===== src/rtl/bram_stream_reader_pkg.sv =====
// bram_stream_reader_pkg: shared widths and FSM encoding for the BRAM stream reader
package bram_stream_reader_pkg;
    localparam int RAM_WIDTH_DEF  = 13;
    localparam int NB_ADDRESS_DEF = 10;
    typedef enum logic [1:0] {IDLE, READ, DRAIN} state_t;
endpackage


===== src/rtl/bram_stream_if.sv =====
// bram_stream_if: burst request, memory read port and valid/ready stream of the reader
interface bram_stream_if
    import bram_stream_reader_pkg::*;
#(
    parameter int RAM_WIDTH  = RAM_WIDTH_DEF,
    parameter int NB_ADDRESS = NB_ADDRESS_DEF
);
    logic                  i_start;
    logic [NB_ADDRESS-1:0] i_baseAdd;
    logic [NB_ADDRESS:0]   i_length;
    logic [NB_ADDRESS-1:0] o_readAdd;
    logic [RAM_WIDTH-1:0]  i_bramData;
    logic [RAM_WIDTH-1:0]  o_data;
    logic                  o_valid;
    logic                  i_ready;
    logic                  o_busy;
    logic                  o_done;
    modport slave (
        input  i_start, i_baseAdd, i_length, i_bramData, i_ready,
        output o_readAdd, o_data, o_valid, o_busy, o_done
    );
    modport master (
        output i_start, i_baseAdd, i_length, i_bramData, i_ready,
        input  o_readAdd, o_data, o_valid, o_busy, o_done
    );
endinterface


===== src/rtl/bram_rd_fifo.sv =====
// bram_rd_fifo: 2-entry FIFO buffering returned read data ahead of the stream port
module bram_rd_fifo
    import bram_stream_reader_pkg::*;
#(
    parameter int RAM_WIDTH = RAM_WIDTH_DEF
) (
    input  logic                 i_CLK,
    input  logic                 i_RST,
    input  logic                 push,
    input  logic                 pop,
    input  logic [RAM_WIDTH-1:0] din,
    output logic [RAM_WIDTH-1:0] dout,
    output logic                 full,
    output logic                 empty
);
    logic [RAM_WIDTH-1:0] mem [2];
    logic                 wp, rp;
    logic [1:0]           cnt;
    assign full  = cnt == 2'd2;
    assign empty = cnt == 2'd0;
    assign dout  = mem[rp];
    always_ff @(posedge i_CLK or negedge i_RST) begin
        if (!i_RST) begin
            mem[0] <= '0;
            mem[1] <= '0;
            wp     <= 1'b0;
            rp     <= 1'b0;
            cnt    <= 2'd0;
        end else begin
            if (push) mem[wp] <= din;
            wp  <= wp ^ push;
            rp  <= rp ^ pop;
            cnt <= cnt + {1'b0, push} - {1'b0, pop};
        end
    end
endmodule


===== src/rtl/bram_stream_reader.sv =====
// bram_stream_reader: reads a burst of consecutive BRAM words and streams them out with valid/ready
module bram_stream_reader
    import bram_stream_reader_pkg::*;
#(
    parameter int RAM_WIDTH  = RAM_WIDTH_DEF,
    parameter int NB_ADDRESS = NB_ADDRESS_DEF
) (
    input logic          i_CLK,
    input logic          i_RST,
    bram_stream_if.slave bus
);
    state_t                state;
    logic [NB_ADDRESS:0]   len, iss;
    logic [NB_ADDRESS-1:0] read_add;
    logic                  pend, busy, done, issue, last_iss, last_beat, pop, full, empty;
    logic [1:0]            cnt;
    assign cnt       = full ? 2'd2 : {1'b0, !empty};
    assign pop       = !empty && bus.i_ready;
    // a beat leaving this cycle frees its slot, so one read per cycle can stay in flight
    assign issue     = state == READ && ({1'b0, pend} + cnt < 2'd2 + {1'b0, pop});
    assign last_iss  = iss == len - (NB_ADDRESS+1)'(1);
    assign last_beat = state == DRAIN && pop && cnt == 2'd1 && !pend;
    assign bus.o_readAdd = read_add;
    assign bus.o_valid   = !empty;
    assign bus.o_busy    = busy;
    assign bus.o_done    = done;
    bram_rd_fifo #(.RAM_WIDTH(RAM_WIDTH)) u_fifo (
        .i_CLK (i_CLK),
        .i_RST (i_RST),
        .push  (pend),
        .pop   (pop),
        .din   (bus.i_bramData),
        .dout  (bus.o_data),
        .full  (full),
        .empty (empty)
    );
    always_ff @(posedge i_CLK or negedge i_RST) begin
        if (!i_RST) begin
            state    <= IDLE;
            len      <= '0;
            iss      <= '0;
            read_add <= '0;
            pend     <= 1'b0;
            busy     <= 1'b0;
            done     <= 1'b0;
        end else begin
            pend <= issue;
            done <= 1'b0;
            case (state)
                IDLE: begin
                    busy <= bus.i_start;
                    done <= bus.i_start && bus.i_length == '0;
                    if (bus.i_start && bus.i_length != '0) begin
                        state    <= READ;
                        len      <= bus.i_length;
                        iss      <= '0;
                        read_add <= bus.i_baseAdd;
                    end
                end
                READ: if (issue) begin
                    iss      <= iss + (NB_ADDRESS+1)'(1);
                    state    <= last_iss ? DRAIN : READ;
                    read_add <= last_iss ? read_add : read_add + NB_ADDRESS'(1);
                end
                DRAIN: if (last_beat) begin
                    state <= IDLE;
                    done  <= 1'b1;
                end
                default: state <= IDLE;
            endcase
        end
    end
endmodule


===== src/flat_wrapper.sv =====
// flat-port wrapper written by rule: the top's interface ports become plain ports
module bram_stream_reader_flat import bram_stream_reader_pkg::*;
#(
    parameter int RAM_WIDTH  = RAM_WIDTH_DEF,
    parameter int NB_ADDRESS = NB_ADDRESS_DEF
)
  (i_CLK, i_RST, bus_i_start, bus_i_baseAdd, bus_i_length, bus_i_bramData, bus_i_ready, bus_o_readAdd, bus_o_data, bus_o_valid, bus_o_busy, bus_o_done);
  bram_stream_if #(.RAM_WIDTH(RAM_WIDTH), .NB_ADDRESS(NB_ADDRESS)) bus_i ();
  input logic i_CLK;
  input logic i_RST;
  input wire logic [$bits(bus_i.i_start)-1:0] bus_i_start;
  input wire logic [$bits(bus_i.i_baseAdd)-1:0] bus_i_baseAdd;
  input wire logic [$bits(bus_i.i_length)-1:0] bus_i_length;
  input wire logic [$bits(bus_i.i_bramData)-1:0] bus_i_bramData;
  input wire logic [$bits(bus_i.i_ready)-1:0] bus_i_ready;
  output wire logic [$bits(bus_i.o_readAdd)-1:0] bus_o_readAdd;
  output wire logic [$bits(bus_i.o_data)-1:0] bus_o_data;
  output wire logic [$bits(bus_i.o_valid)-1:0] bus_o_valid;
  output wire logic [$bits(bus_i.o_busy)-1:0] bus_o_busy;
  output wire logic [$bits(bus_i.o_done)-1:0] bus_o_done;
  assign bus_i.i_start = bus_i_start;
  assign bus_i.i_baseAdd = bus_i_baseAdd;
  assign bus_i.i_length = bus_i_length;
  assign bus_i.i_bramData = bus_i_bramData;
  assign bus_i.i_ready = bus_i_ready;
  assign bus_o_readAdd = bus_i.o_readAdd;
  assign bus_o_data = bus_i.o_data;
  assign bus_o_valid = bus_i.o_valid;
  assign bus_o_busy = bus_i.o_busy;
  assign bus_o_done = bus_i.o_done;
  bram_stream_reader #(.RAM_WIDTH(RAM_WIDTH), .NB_ADDRESS(NB_ADDRESS)) u_core (.i_CLK(i_CLK), .i_RST(i_RST), .bus(bus_i));
endmodule

===== config.mk =====
export PLATFORM = sky130hd
export DESIGN_NAME = bram_stream_reader_flat
export DESIGN_NICKNAME = d
export VERILOG_FILES = /design/src/rtl/bram_stream_reader_pkg.sv /design/src/rtl/bram_stream_if.sv /design/src/rtl/bram_rd_fifo.sv /design/src/rtl/bram_stream_reader.sv /design/src/flat_wrapper.sv
export SDC_FILE = /design/constraint.sdc
export NUM_CORES = 1
export LEC_CHECK = 0
export CELL_PAD_IN_SITES_DETAIL_PLACEMENT = 0
export CELL_PAD_IN_SITES_GLOBAL_PLACEMENT = 1
export CORE_ASPECT_RATIO = 1.25
export CORE_UTILIZATION = 35
export DETAILED_ROUTE_END_ITERATION = 8
export PLACE_DENSITY = 0.81
export RECOVER_POWER = 25
export SYNTH_ARGS = -nofsm -noshare
export SYNTH_HDL_FRONTEND = slang
export SYNTH_SLANG_ARGS = --single-unit
export TNS_END_PERCENT = 1

===== constraint.sdc =====
create_clock -name i_CLK -period 3.1 [get_ports i_CLK]
set_clock_uncertainty 0.1 [all_clocks]
set_input_delay 0.62 -clock i_CLK [delete_from_list [all_inputs] [get_ports i_CLK]]
set_output_delay 0.62 -clock i_CLK [all_outputs]
set_load 0.02 [all_outputs]

## Word level (Yosys, flattened, before mapping)

Index checks and enable logic that the tools add are counted.

- Register bits after elaboration: 67
- Bits of input ports: 38
- Word-level logic and storage cells: 76

- $add $sub $neg: 7
- Magnitude comparators: 4
- Eq/ne operators: 9
- Mux-type cells: 21
- Bitwise logic cells: 4
- Reduce and logical (&&, ||, !) cells: 19

Operators with widths:

| kind | count |
|---|---|
| 2-to-1 mux 13 bit | 4 |
| 2-to-1 mux 10 bit | 3 |
| bitwise mux 26 bit | 1 |
| 2-to-1 mux 11 bit | 2 |
| case mux 11 bit (2 select lines) | 1 |
| case mux 10 bit (2 select lines) | 1 |
| demux 13 bit (select 1 bit) | 1 |
| adder 11 x 1 -> 11 bit (second input constant) | 1 |
| equality test 11 bit | 1 |
| zero test 11 bit | 1 |
| nonzero test 11 bit | 1 |
| subtractor 11 x 1 -> 11 bit (second input constant) | 1 |
| adder 10 x 1 -> 10 bit (second input constant) | 1 |
| 2-to-1 mux 2 bit | 5 |
| logical AND 1 bit | 8 |
| != test 2 x 1 -> 1 bit (second input constant) | 3 |
| case mux 2 bit (3 select lines) | 1 |
| AND reduction 3 bit | 2 |
| equality test 2 x 1 -> 1 bit (second input constant) | 2 |
| equality test 2 bit (second input constant) | 2 |
| greater-or-equal comparator 2 bit (second input constant) | 2 |
| zero test 2 bit | 2 |
| inverter 1 -> 2 bit | 2 |
| AND reduction 4 bit | 1 |
| other kinds (13) | 15 |

## Depth between registers and ports, before layout

- Depth in word-level cells: 8
- Gate-level depth with buffers: 11
- Gate-level depth less buffers: 9

## Modules after synthesis

Synthesis repeated with hierarchy kept, for this count alone.

- Cells, all modules: 343
- Area, all modules: 3572.2 um^2

By module, submodules not included:

| module | times used | cells an instance | area an instance (um^2) | sequential area each (um^2) |
|---|---|---|---|---|
| bram_stream_reader | 1 | 259 | 2248.4 | 925.9 |
| bram_rd_fifo | 1 | 84 | 1323.8 | 750.7 |

## Least setup slack after synthesis

No wires, ideal clock.

- Path kind: reg-to-reg
- Start point: register u_core.len[0]
- End point: register u_core.read_add[7] (netlist: u_core.bus.o_readAdd[7])
- Setup time: 0.121 ns
- Arrival: 2.039 ns
- Required time: 2.879 ns
- Path slack: 0.840 ns
- Stages on the path, launching flop included: 10
- Path buffers: 1
- Clock period less this slack: 2.260 ns
- Cells stage by stage: dfrtp_1 > inv_1 > ha_1 > and2_1 > or3b_1 > a211o_1 > a32oi_2 > a21oi_2 > buf_6 > a22o_1

- Word-level cells in the longest chain between the ends: 4

Ends and longest elaborated chain:

| element | line | RTL |
|---|---|---|
| from (decl) | bram_stream_reader.sv:13 | `logic [NB_ADDRESS:0] len, iss;` |
| from (signal assigned) | bram_stream_reader.sv:55 | `len <= bus.i_length;` |
| subtractor 11 x 1 -> 11 bit | bram_stream_reader.sv:21 | `assign last_iss = iss == len - (NB_ADDRESS+1)'(1);` |
| equality test 11 bit | bram_stream_reader.sv:21 |  |
| != test 2 bit (no line) | n/a |  |
| AND reduction 4 bit (no line) | n/a |  |
| to (signal assigned) | bram_stream_reader.sv:57 | `read_add <= bus.i_baseAdd;` |
| to (signal assigned) | bram_stream_reader.sv:63 | `read_add <= last_iss ? read_add : read_add + NB_ADDRESS'(1);` |
| to (decl) | bram_stream_reader.sv:14 | `logic [NB_ADDRESS-1:0] read_add;` |

Every way passes these cells.
A chain may end at the register's enable or synchronous reset.

## Worst setup path after layout

- Start point: register u_core.len[0]
- End point: register u_core.read_add[0] (netlist: u_core.bus.o_readAdd[0])

Same word-level chain as after synthesis.

==> flow_metrics.tcl <==
set metrics [dict create \
    wirelength_mm 7.512 \
    die_x_um 91.39 \
    hold_viol_final 0 \
    syn_inst 321 \
    start_util_pct 36.19 \
    ys_warn_count 0 \
    yosys.area.top_type "dfrtp_1" \
    final.min_clock_period_ns 2.820 \
    grt.overflow.total 0 \
    max_freq_mhz 354.6 \
    synth_edf_count 0 \
    crit_type "flip-flop to flip-flop" \
    tns_ns 0 \
    area_delta_synth_final_pct 30.28 \
    core_region_area_um2 9659 \
    cts_buffer_depth 2 \
    cts_buffers 9 \
    grt_usage_pct 15.59 \
    dieHeight_um 113.7 \
    fin_hold_ws_ns 0.3985 \
    ys_seq_area_share_pct 47.96 \
    num_vias 2641 \
    dp_cells 503 \
    clock_tree.root_cell "clkbuf_16" \
    clk_pin_slew_ns 0.05 \
    cts_resized 0 \
    post_cts_buffers 0 \
    worst_hold_path_type "flip-flop to flip-flop" \
    cp-end-kind "flip-flop" \
    syn_area_um2 3496 \
    worst_slew_pin_slew_ns 1.667 \
    instances_no_fill 519 \
    ant_nets 0 \
    synth_ff_type "dfrtp_1" \
    cts-hold-fix-buffers 0 \
    drtPass1Iterations 5 \
    worst_ir_drop_vdd_v 0.0003275 \
    synth_area_leaders "dfrtp_1 (48%), mux2_2 (15%), nand2_1 (3.5%)" \
    finalCritPeriodShare_pct 90.98 \
    cts.sinks 67 \
    reg2reg_slack_ns 0.28 \
    portBuffers 63 \
    cts_tree "done" \
    max_stage_delay_ns 0.42 \
    finalWorstSetupSlack_ns 0.2795 \
    grt_pass1_wl_mm 12.69 \
    n_antenna_cell 0 \
    drc 0 \
    htreeDepth 3 \
    critPathMaxFanout 21 \
    synth_nets 366 \
    pre_cts_ws_ns 0.2915 \
    leakage_uw 0.001873 \
    postSynthAreaPerCell_um2 10.89 \
    synth.top_cell.area_share_pct 47.96 \
    drtIter0Drc 113 \
    ios 64 \
    violations "capacitance limit, slew limit" \
    grt_start_max_net_pins 68 \
    power.density_nw_per_um2 1113 \
    hold_path_depth 1 \
    crit_chain "inv_1 -> ha_1 -> and2_1 -> or3b_1 -> a211o_1 -> a32oi_2 -> a21oi_2 -> buf_4 -> a21boi_0 -> mux2i_1" \
    cp.required_ns 3.25 \
    rr_worst_depth 10 \
    dieArea_um2 10390 \
    rows 40 \
    clock_latency_ns 0.33 \
    synth_cell_types 49 \
    cp_slowest_cell "dfrtp_1" \
    drive_above_1_share_pct 20.10 \
    cp-start-kind "flip-flop" \
    wl_per_cell_um 14.47 \
    rsz0062_at_grt "false" \
    yosys_register_bits 67 \
    layout.nets 433 \
    arrival_ns 2.97 \
    async_reset_ff_share_pct 100.0 \
    slew_headroom_pct -11.14 \
    status "finished, violations left" \
    most-common-layout-cells "dfrtp_1 (67), clkdlybuf4s50_1 (62), mux2_2 (48), nand2_1 (33), a21oi_1 (19)" \
    dp_hpwl_mm 5.333 \
    drv_cap 1 \
    setup_viol 0 \
    slew_viol_final 68 \
    grt_pass1_vias 2698 \
    viasPerCell 5.089 \
    antenna_found_initial 0 \
    layout_commonest_cell "dfrtp_1" \
    routabilityCongestion 0.8007 \
]
[sequential cells by signal, summed over array words and instances, names as in the netlist, 2 cells and up]
name	flops
u_core.u_fifo.mem	26
u_core.iss	11
u_core.len	11
u_core.bus.o_readAdd	10
u_core.state	2
u_core.u_fifo.cnt	2
[cell usage after synthesis, types with 3 or more instances]
| cell | number |
|---|---|
| nand3_1 | 7 |
| dfrtp_1 | 67 |
| buf_6 | 3 |
| nor2_1 | 13 |
| o21ai_0 | 16 |
| nand2b_1 | 4 |
| ha_1 | 7 |
| clkbuf_1 | 5 |
| a21oi_1 | 19 |
| inv_1 | 8 |
| nor4_1 | 3 |
| or2_2 | 3 |
| and2_1 | 3 |
| nand2_1 | 33 |
| nor2b_1 | 3 |
| xnor2_1 | 9 |
| nor3_1 | 5 |
| mux2_2 | 48 |
| xor2_1 | 13 |
| nand4_1 | 10 |
[layer usage]
layer  vias up  GRT usage, %  routed length, µm
met5         -             0                  0
met4         0         6.667                114
met3         9         3.133                264
met2        53         28.07               4013
met1      1285         17.90               3119
li1       1294             -                  -
[metrics by stage]
step,cell area (µm²),utilization (%),total power [µW]
4_1_cts,4557,47.18,5136
6_report,4554,47.15,5071
5_1_grt,4554,47.15,5428
2_1_floorplan,3496,-,3246
3_3_place_gp,4247,43.96,3973
3_5_place_dp,4247,43.96,4047
[critical path, delay by kind of cell, from the launching register on]
family | cells | cell delay, ns
AND/OR/NAND/NOR | 2 | 0.55
flip-flops | 1 | 0.42
adder cells (fa/ha/maj) | 1 | 0.40
AO/OA/AOI/OAI | 4 | 0.80
multiplexers | 1 | 0.16
buffers and inverters | 2 | 0.31
[power by group]
| part | internal (µW) | switching, µW |
|---|---|---|
| clock | 701 | 368 |
| sequential | 1270 | 397 |
| combinational | 1220 | 1110 |
[cell families after synthesis]
kind of cell,share of synthesized area (%)
AOI/OAI and AO/OA,10.34
xor gates and xnor gates,5.512
adders and majority gates,2.505
buffers and inverters,3.078
DFF,47.96
muxes,16.03
and+or+nand+nor,14.57
[path summary, 6_finish.rpt]
| path | start | to |
|---|---|---|
| worst max-delay path | u_core.len[0]$_DFFE_PN0P_ | u_core.bus.o_readAdd[0]$_DFFE_PN0P_ |
| worst min-delay path | u_core.u_fifo.mem[6]$_DFFE_PN0P_ | u_core.u_fifo.mem[6]$_DFFE_PN0P_ |
| worst max register to register | u_core.len[0]$_DFFE_PN0P_ | u_core.bus.o_readAdd[0]$_DFFE_PN0P_ |
| worst min register to register | u_core.u_fifo.mem[6]$_DFFE_PN0P_ | u_core.u_fifo.mem[6]$_DFFE_PN0P_ |
| max in group asynchronous | i_RST | u_core.len[5]$_DFFE_PN0P_ |
| min in group asynchronous | i_RST | u_core.u_fifo.mem[19]$_DFFE_PN0P_ |
[cell type report]
class / count / area, µm²
well taps: 126 / 157.7
inverters: 8 / 30.03
multi-input cells: 233 / 1712
fillers: 890 / 5105
repair buffers: 69 / 668.1
flip-flops and latches: 67 / 1677
clock buffers: 11 / 232.7
clock inverters: 5 / 77.57
No activity file was read; power rests on OpenSTA's default activity.
